## src/rtl/if_pkg.sv

```systemverilog
// if_pkg: shared types and constants for the instruction-fetch unit
package if_pkg;

    typedef enum logic [1:0] {ISSUE, WAIT, HOLD, DROP} fetch_state_t;

    localparam logic [31:0] NOP_INSTR        = 32'h0000_0000;
    localparam int          DEFAULT_PC_STEP  = 4;
    localparam logic [31:0] DEFAULT_RESET_PC = 32'h0000_0000;

endpackage

```

## src/rtl/if_fetch_unit.sv

```systemverilog
// if_fetch_unit: owns the PC, fetches one instruction at a time over req/ack and feeds the IF/ID register
module if_fetch_unit
    import if_pkg::*;
#(
    parameter int                ADDR_W   = 32,
    parameter logic [ADDR_W-1:0] RESET_PC = ADDR_W'(DEFAULT_RESET_PC),
    parameter int                PC_STEP  = DEFAULT_PC_STEP
) (
    input  logic              clk,
    input  logic              rst_n,
    output logic              imem_req,
    output logic [ADDR_W-1:0] imem_addr,
    input  logic              imem_ack,
    input  logic [31:0]       imem_rdata,
    input  logic              id_stall,
    input  logic              redirect_valid,
    input  logic [ADDR_W-1:0] redirect_pc,
    output logic [31:0]       IF_INSTRUCTION,
    output logic [ADDR_W-1:0] IF_NEXT_PC,
    output logic              IF_VALID,
    output logic [ADDR_W-1:0] fetch_pc
);

    fetch_state_t      r_state;
    logic [ADDR_W-1:0] r_pc;
    logic [31:0]       r_instr;
    logic [ADDR_W-1:0] r_next_pc;
    logic              r_valid;
    logic [ADDR_W-1:0] w_pc_next;
    logic [ADDR_W-1:0] w_redirect_pc;

    // Sequential PC increment (wraps naturally) and word-aligned redirect target
    always_comb begin
        w_pc_next     = r_pc + ADDR_W'(PC_STEP);
        w_redirect_pc = redirect_pc & ~ADDR_W'(3);
    end

    // A redirect suppresses the request issued in ISSUE; reset also holds it low
    assign imem_req       = rst_n && (r_state == ISSUE) && !redirect_valid;
    assign imem_addr      = r_pc;
    assign fetch_pc       = r_pc;
    assign IF_INSTRUCTION = r_instr;
    assign IF_NEXT_PC     = r_next_pc;
    assign IF_VALID       = r_valid;

    // Fetch FSM with registered IF/ID outputs; redirect outranks every other event
    always_ff @(posedge clk or negedge rst_n) begin
        if (!rst_n) begin
            r_state   <= ISSUE;
            r_pc      <= RESET_PC;
            r_instr   <= NOP_INSTR;
            r_next_pc <= '0;
            r_valid   <= 1'b0;
        end else if (redirect_valid) begin
            r_pc    <= w_redirect_pc;
            r_instr <= NOP_INSTR;
            r_valid <= 1'b0;
            // An outstanding request with no ack yet must have its stale response drained
            r_state <= ((r_state == WAIT || r_state == DROP) && !imem_ack) ? DROP : ISSUE;
        end else begin
            case (r_state)
                ISSUE: r_state <= WAIT;
                WAIT: begin
                    if (imem_ack) begin
                        r_instr   <= imem_rdata;
                        r_next_pc <= w_pc_next;
                        r_valid   <= 1'b1;
                        r_pc      <= w_pc_next;
                        r_state   <= HOLD;
                    end
                end
                HOLD: begin
                    if (!id_stall) begin
                        r_instr <= NOP_INSTR;
                        r_valid <= 1'b0;
                        r_state <= ISSUE;
                    end
                end
                DROP: begin
                    if (imem_ack) r_state <= ISSUE;
                end
                default: r_state <= ISSUE;
            endcase
        end
    end

    // Memory must never respond when no request is outstanding
    a_ack_protocol: assert property (@(posedge clk) disable iff (!rst_n)
        !(imem_ack && (r_state == ISSUE || r_state == HOLD)));

endmodule

```

## config.mk

```make
export PLATFORM = sky130hd
export DESIGN_NAME = if_fetch_unit
export DESIGN_NICKNAME = d
export VERILOG_FILES = /design/src/rtl/if_pkg.sv /design/src/rtl/if_fetch_unit.sv
export SDC_FILE = /design/constraint.sdc
export NUM_CORES = 1
export LEC_CHECK = 0
export BUFFER_PORTS_ARGS = -buffer_cell sky130_fd_sc_hd__buf_2
export CORE_MARGIN = 2
export CORE_UTILIZATION = 45
export CTS_BUF_LIST = sky130_fd_sc_hd__clkbuf_8
export DETAILED_ROUTE_END_ITERATION = 8
export PLACE_DENSITY = 0.79
export SYNTH_ARGS = -nofsm -noshare
export SYNTH_HDL_FRONTEND = slang
export SYNTH_SLANG_ARGS = --single-unit
```

## constraint.sdc

```tcl
create_clock -name clk -period 2.2 [get_ports clk]
set_input_delay 0.44 -clock clk [delete_from_list [all_inputs] [get_ports clk]]
set_output_delay 0.44 -clock clk [all_outputs]
set_load 0.05 [all_outputs]
```

==> impl_results.md, run 1 <==
- Crit. End Element: flop
- Final worst setup slack: 0.0745 ns
- Worst IR Drop VDD: 0.503 mV
- Max stage delay on crit path: between 0.5 and 0.6 ns
- Synthesized area: 4710 um^2
- Outcome: complete, no violations
- Drt via density: 5.08
- Library cells used by synthesis: slightly above 40
- Post-synthesis sequential area ratio: 0.505
- Initial antenna violation count: 0
- FMAX: 470 MHz
- Mapped Cells: about 490
- Root Driver: clkbuf_8
- 1st-iter DRT viols: 143
- Crit path buffers/inverters: 0
- Critical path class: flop to flop
- Fin area: approximately 6000 um^2
- Routed wire length: ~12000 um
- Tmin final: roughly 2.1 ns
- Layout cells sized above 1: 0.411
- Hold crit path type: input port to flop
- Yosys top cell by area: dfrtp_1
- Max-Cap Viols: 0
- CTS Buf Count: 9
- Post-synth EDFFs: 0
- Reg-to-Reg Start: fetch_pc[2]
- Worst Path Required: 2.51 ns
- Clk buf depth: 2
- Crit-path slowest cell: or4_4
- HPWL after DPL: 8820 um
- Ys Warns: 0
- Synth Flop Type: dfrtp_1
- CTS H-tree depth: 3
- Reg clk slew, reported paths: approximately 0.090 ns
- Initial core utilization: 0.460
- Area after DPL: around 5800 um^2
- CTS tree: done
- Syn-to-layout area delta: 27.9%
- Total congestion overflow: 0
- CP arrival: 2.44 ns
- Slew headroom: 0.613
- I/O Buffers: 190
- Register Area: 2390 um^2
- Pre-CTS setup slack: 0.0126 ns
- Most frequent cell after synthesis: dfrtp_1
- Die area: roughly 11000 um^2
- Vias in the first global route: about 4k
- RD Place Congestion: between 0.8 and 0.9
- Area of the multi-input gates: 1990 um^2
- DR pass1 iterations: 4
- Worst setup path start: fetch_pc[2]
- Final nets: 736
- Flops & latches, synth: 95
- Crit path launch type: flop
- DIE WIDTH: 106 um
- Worst Path Max Fanout: 4
- Crit-path cells: ha_4, nand3_1, or4_4, or4_4, or3_1, nand3_1
- Synth top cells by count: dfrtp_1, nand2_1, o21ai_0
- DRC Markers: 0
- Top cells by area, synth: dfrtp_1, nand2_1, a22o_1
- Final setup viols: 0
- Min-Delay Startpoint: redirect_pc[13]
- Sink Count: 95
- Row count: 37
- Via Count: 4101
- Setup TNS: 0 ns
- Post-synth top area share: 0.505
- Synth async-reset ratio: 1.00
- Post-Syn Area per Cell: 9.63 um^2
- Fin. Hold Viols: 0
- Total GRT Usage: 0.220
- Die Ht: between 100 and 150 um
- Worst Clk Skew: 0.00502 ns
- Worst Hold Margin: between 0.2 and 0.3 ns
- Top cell family by delay on the critical path: simple AND/OR/NAND/NOR gates
- Drt wl/cell: 15.0 um
- Final number of max-transition violations: 0
- Largest net degree at the start of global routing: 46
- Final period utilization: 0.966
- Io pins: ~200
- Final ANT Viol Nets: 0
- PD cells: 1080 nW/um^2
- Fill cell count: 935
- Worst-skew pair later-pin latency: 0.38 ns
- Ant. Diodes: 0
- Static leakage: ~3 nW
- Power Total: approximately 6.5 mW
- Core Area: 10200 um^2
- Worst slew pin tran: 0.580 ns
- First-pass GRT wire length: 19500 um
-- worst paths after layout --
kind	endpoint	cells past startpoint	slack (ns)
max reg2reg	fetch_pc[30]	6	0.07
min	fetch_pc[13]	3	0.27
min reg2reg	IF_NEXT_PC[13]	2	0.48
max in group asynchronous	IF_NEXT_PC[27]	3	0.90
min in group asynchronous	IF_INSTRUCTION[21]	2	0.46
max	fetch_pc[30]	6	0.07
-- report_power, final --
part           total [mW]  switching (mW)  leakage (nW)  internal [mW]
registers            2.41           0.267          1.21           2.14
clock network        1.10           0.650        0.0849          0.445
logic                2.97            2.29          1.67          0.684
-- worst reg2reg max path, cell delays in order, from the launching register on --
cell     delay, ns
dfrtp_2       0.42
ha_4          0.14
nand3_1       0.10
or4_4         0.45
or4_4         0.54
or3_1         0.32
nand3_1       0.09
-- layout make-up --
cell class / count / area share
tap: 136 / 0.0283
timing repair buffer: 231 / 0.210
clock buffer: 10 / 0.0229
multi-input combinational: 323 / 0.330
sequential: 95 / 0.398
clock inverter: 6 / 0.00748
inverter: 6 / 0.00374
-- flip-flops by register name, indices dropped and copies added (netlist names) --
register	count
IF_NEXT_PC	30
IF_INSTRUCTION	32
r_state	2
IF_VALID	1
fetch_pc	30
-- repair_timing --
item | 4_1_cts | 5_1_grt
gates resized for setup | 1 | 6
pin swaps | 0 | 2
endpoints found under the setup margin | 1 | 14
setup buffers | 1 | 0
endpoints found under the hold margin | 14 | 0
hold buffers | 1 | 0
-- layout by cell type (no fill, tap or decap), types with 2 or more instances in the layout --
cell,synthesis,layout
clkbuf_8,0,10
a22oi_1,3,3
and4_1,2,2
o22ai_1,2,2
nor2_1,20,20
clkinvlp_4,0,3
nor4_1,7,3
or3_1,2,2
o21ai_1,1,2
nor3_1,11,9
o221ai_1,4,4
a22o_1,32,32
o21ai_0,51,50
nand4_1,10,10
or4_4,1,5
nor2b_1,3,3
nor3_2,0,2
or2_2,2,2
nand3_1,14,14
and3_1,4,4
buf_2,3,189
xnor2_1,30,30
o311ai_0,2,2
nand2_1,83,83
dfrtp_2,0,14
dfrtp_1,95,81
xor2_1,15,15
a211o_1,3,3
conb_1,1,6
buf_4,36,41
inv_1,6,6
mux2i_1,2,2
nor4_2,0,4
-- cells by family (layout without fill, tap and decap cells) --
group,Yosys count,count (layout),synth area share
AOI/OAI and AO/OA,101,101,0.144
xor gates and xnor gates,45,45,0.0837
adders and majority gates,1,1,0.00266
buffers and inverters,76,253,0.0903
DFF,95,95,0.505
muxes,2,2,0.00425
other,1,6,0.000796
and+or+nand+nor,168,168,0.170
-- layer usage --
metal	track usage	up-vias	part of all wire	wire, um
met1	0.286	1949	0.44	5270
met2	0.366	146	0.48	5840
met5	0	-	0	0
li1	-	1996	-	-
met4	0.0724	0	0.010	126
met3	0.0497	10	0.071	865
-- metrics by stage --
| step | cells | utilization |
|---|---|---|
| after CTS | 807 | 0.586 |
| after detailed placement | 789 | 0.566 |
| final | 807 | 0.589 |
| after global placement | 789 | 0.566 |
| after global routing | 807 | 0.589 |
| after floorplan | 494 | - |
(Power assumes the default switching activity.)
==> run 2, diff against run 1 <==
--- a/config.mk
+++ b/config.mk
@@ -5,11 +5,13 @@
 export SDC_FILE = /design/constraint.sdc
 export NUM_CORES = 1
 export LEC_CHECK = 0
+export ABC_AREA = 0
 export BUFFER_PORTS_ARGS = -buffer_cell sky130_fd_sc_hd__buf_2
 export CORE_MARGIN = 2
 export CORE_UTILIZATION = 45
-export CTS_BUF_LIST = sky130_fd_sc_hd__clkbuf_8
+export CTS_BUF_LIST = sky130_fd_sc_hd__clkbuf_4
 export DETAILED_ROUTE_END_ITERATION = 8
+export MAX_ROUTING_LAYER = met4
 export PLACE_DENSITY = 0.79
 export SYNTH_ARGS = -nofsm -noshare
 export SYNTH_HDL_FRONTEND = slang
==> impl_results.md, run 2 (synthesis gave the netlist of run 1 again) <==
- Worst IR Drop VDD: 0.495 mV (was 0.503 mV)
- Die area: 11300 um^2 (unchanged)
- Clock power share: 0.136 (was 0.169)
- Worst Clk Skew: 0.0136 ns (was 0.00502 ns)
- Outcome: complete, no violations (unchanged)
- Highest metal used: met4 (unchanged)
- CP arrival: 2.51 ns (was 2.44 ns)
- Initial antenna violation count: 0 (unchanged)
- Final nets: 736 (unchanged)
- Ant. Diodes: 0 (unchanged)
- Comb pwr share: 0.478 (was 0.459)
- Worst Path Required: 2.58 ns (was 2.51 ns)
- CTS tree: done (unchanged)
- Final ANT Viol Nets: 0 (unchanged)
- Final period utilization: 0.965 (was 0.966)
- Fin. Hold Viols: 0 (unchanged)
- Drt via density: 5.08 (about the same)
- Most frequent cells in the layout: buf_2, nand2_1, dfrtp_1, o21ai_0, buf_4 (unchanged)
- Row count: 37 (unchanged)
- Max stage delay on crit path: 0.58 ns (was 0.54 ns)
- Sw frac: 0.509 (was 0.495)
- Slew headroom: 0.614 (was 0.613)
- FMAX: 471 MHz (was 470 MHz)
- P_int: 3.06 mW (was 3.27 mW)
- CTS H-tree depth: 3 (unchanged)
- Drt wl/cell: 14.9 um (was 15.0 um)
- Static leakage: 2.93 nW (was 2.96 nW)
- Worst Path Max Fanout: 4 (unchanged)
- DR pass1 iterations: 5 (was 4)
- Crit. End Element: flop (unchanged)
- Total GRT Usage: 0.225 (was 0.220)
- Routed wire length: 12000 um (was 12100 um)
- Hold crit path type: input port to flop (unchanged)
- I/O Buffers: 190 (unchanged)
- Worst Hold Margin: 0.197 ns (was 0.268 ns)
- Power Total: 6.23 mW (was 6.48 mW)
- CTS Buf Count: 9 (unchanged)
- Largest net degree at the start of global routing: 46 (unchanged)
- First-pass GRT wire length: 19500 um (about the same)
- M1 wire length: 5240 um (was 5270 um)
- RD Place Congestion: 0.857 (was 0.844)
- Tmin final: 2.12 ns (was 2.13 ns)
- Root Driver: clkbuf_4 (was clkbuf_8)
- Routed wl met3: 819 um (was 865 um)
- Final number of max-transition violations: 0 (unchanged)
- Layout cells sized above 1: 0.411 (unchanged)
- Critical path class: flop to flop (unchanged)
- DIE WIDTH: 106 um (unchanged)
- Vias in the first global route: 4030 (was 3998)
- Most common cell after layout, fill and taps aside: buf_2 (unchanged)
- Crit path launch type: flop (unchanged)
- Crit path buffers/inverters: 0 (unchanged)
- Crit-path slowest cell: or4_4 (unchanged)
- Clk buf depth: 2 (unchanged)
- Fill cell count: 942 (was 935)
- Final setup viols: 0 (unchanged)
- Met2 wire len: 5850 um (was 5840 um)
- 1st-iter DRT viols: 140 (was 143)
- Io pins: 199 (unchanged)
- Max-Cap Viols: 0 (unchanged)
- Worst-skew pair later-pin latency: 0.44 ns (was 0.38 ns)
- DRC Markers: 0 (unchanged)
- Via Count: 4097 (was 4101)
- Worst slew pin tran: 0.579 ns (was 0.580 ns)
- Core Area: 10200 um^2 (unchanged)
- PD cells: 1040 nW/um^2 (was 1080 nW/um^2)
- Die Ht: 106 um (unchanged)
- HPWL after DPL: 8820 um (unchanged)
- Reg clk slew, reported paths: 0.15 ns (was 0.09 ns)
- Top cell family by delay on the critical path: simple AND/OR/NAND/NOR gates (unchanged)
- CP most frequent cell: or4_4
- Crit-path cells: nand4_4, or4_4, or4_4, or3_1, nand3_1 (was ha_4, nand3_1, or4_4, or4_4, or3_1, nand3_1)
- Largest register FFs: 32 (unchanged)
- Switching pwr: 3.17 mW (was 3.21 mW)
- RSZ-0062 raised after global routing: no
- Total congestion overflow: 0 (unchanged)
- Syn-to-layout area delta: 26.6% (was 27.9%)
- Sequential power share: 0.386 (was 0.372)
- Setup TNS: 0 ns (unchanged)
- Sink Count: 95 (unchanged)
- Final Util: 0.583 (was 0.589)
- Initial core utilization: 0.460 (unchanged)
## run 2: metrics by stage
step           instance area, um^2  std cells  setup WS, ns
6_report                      5960        807        0.0770
3_5_place_dp                  5790        789        0.0126
4_1_cts                       5930        807        0.0104
3_3_place_gp                  5790        789        0.0283
2_1_floorplan                 4780        494        -0.260
5_1_grt                       5960        807        0.0148
## run 2: final cells by class
| class | count | area (um^2) | share of cell area |
|---|---|---|---|
| flip-flops and latches | 95 | 2390 | 0.402 |
| repair buffers | 231 | 1260 | 0.212 |
| clock buffers | 9 | 67.6 | 0.0113 |
| clock inverters | 7 | 48.8 | 0.00819 |
| inverters | 6 | 22.5 | 0.00378 |
| well taps | 136 | 170 | 0.0285 |
| multi-input cells | 323 | 1990 | 0.334 |
## run 2: final timing paths
path	start	end	slack [ns]	depth (start not counted)
worst max register to register	fetch_pc[12]	fetch_pc[30]	0.08	5
worst min register to register	IF_NEXT_PC[13]	IF_NEXT_PC[13]	0.49	2
min in group asynchronous	rst_n	IF_NEXT_PC[6]	0.38	2
worst max-delay path	fetch_pc[12]	fetch_pc[30]	0.08	5
max in group asynchronous	rst_n	fetch_pc[23]	0.99	3
worst min-delay path	redirect_pc[17]	fetch_pc[17]	0.20	3
## run 2: layer usage
| layer | global-route usage | up-vias |
|---|---|---|
| li1 | - | 1999 |
| met1 | 0.287 | 1934 |
| met2 | 0.359 | 154 |
| met3 | 0.0405 | 10 |
| met4 | 0.0893 | 0 |
| met5 | - | - |
## run 2: timing repair
item / 4_1_cts / 5_1_grt
hold buffers: 1 / 0
pin swaps: 0 / 2
setup endpoints to repair: 2 / 15
buffers inserted: 1 / 0
hold endpoints to repair: 14 / 0
resized for setup: 1 / 7
gates cloned: 0 / 0
## run 2: power groups by stage
stage	Combinational (mW)	Clock, mW	Sequential (mW)
finish	2.98	0.845	2.41
global route	3.15	0.933	2.46
CTS	3.00	0.870	2.41
detailed placement	2.99	0	2.44
global placement	2.95	0	2.42
floorplan	0.919	0	3.80
## run 2: tightest hold or removal path: stages
cell	delay (ns)
buf_2	0.07
nand2_1	0.04
o21ai_0	0.05
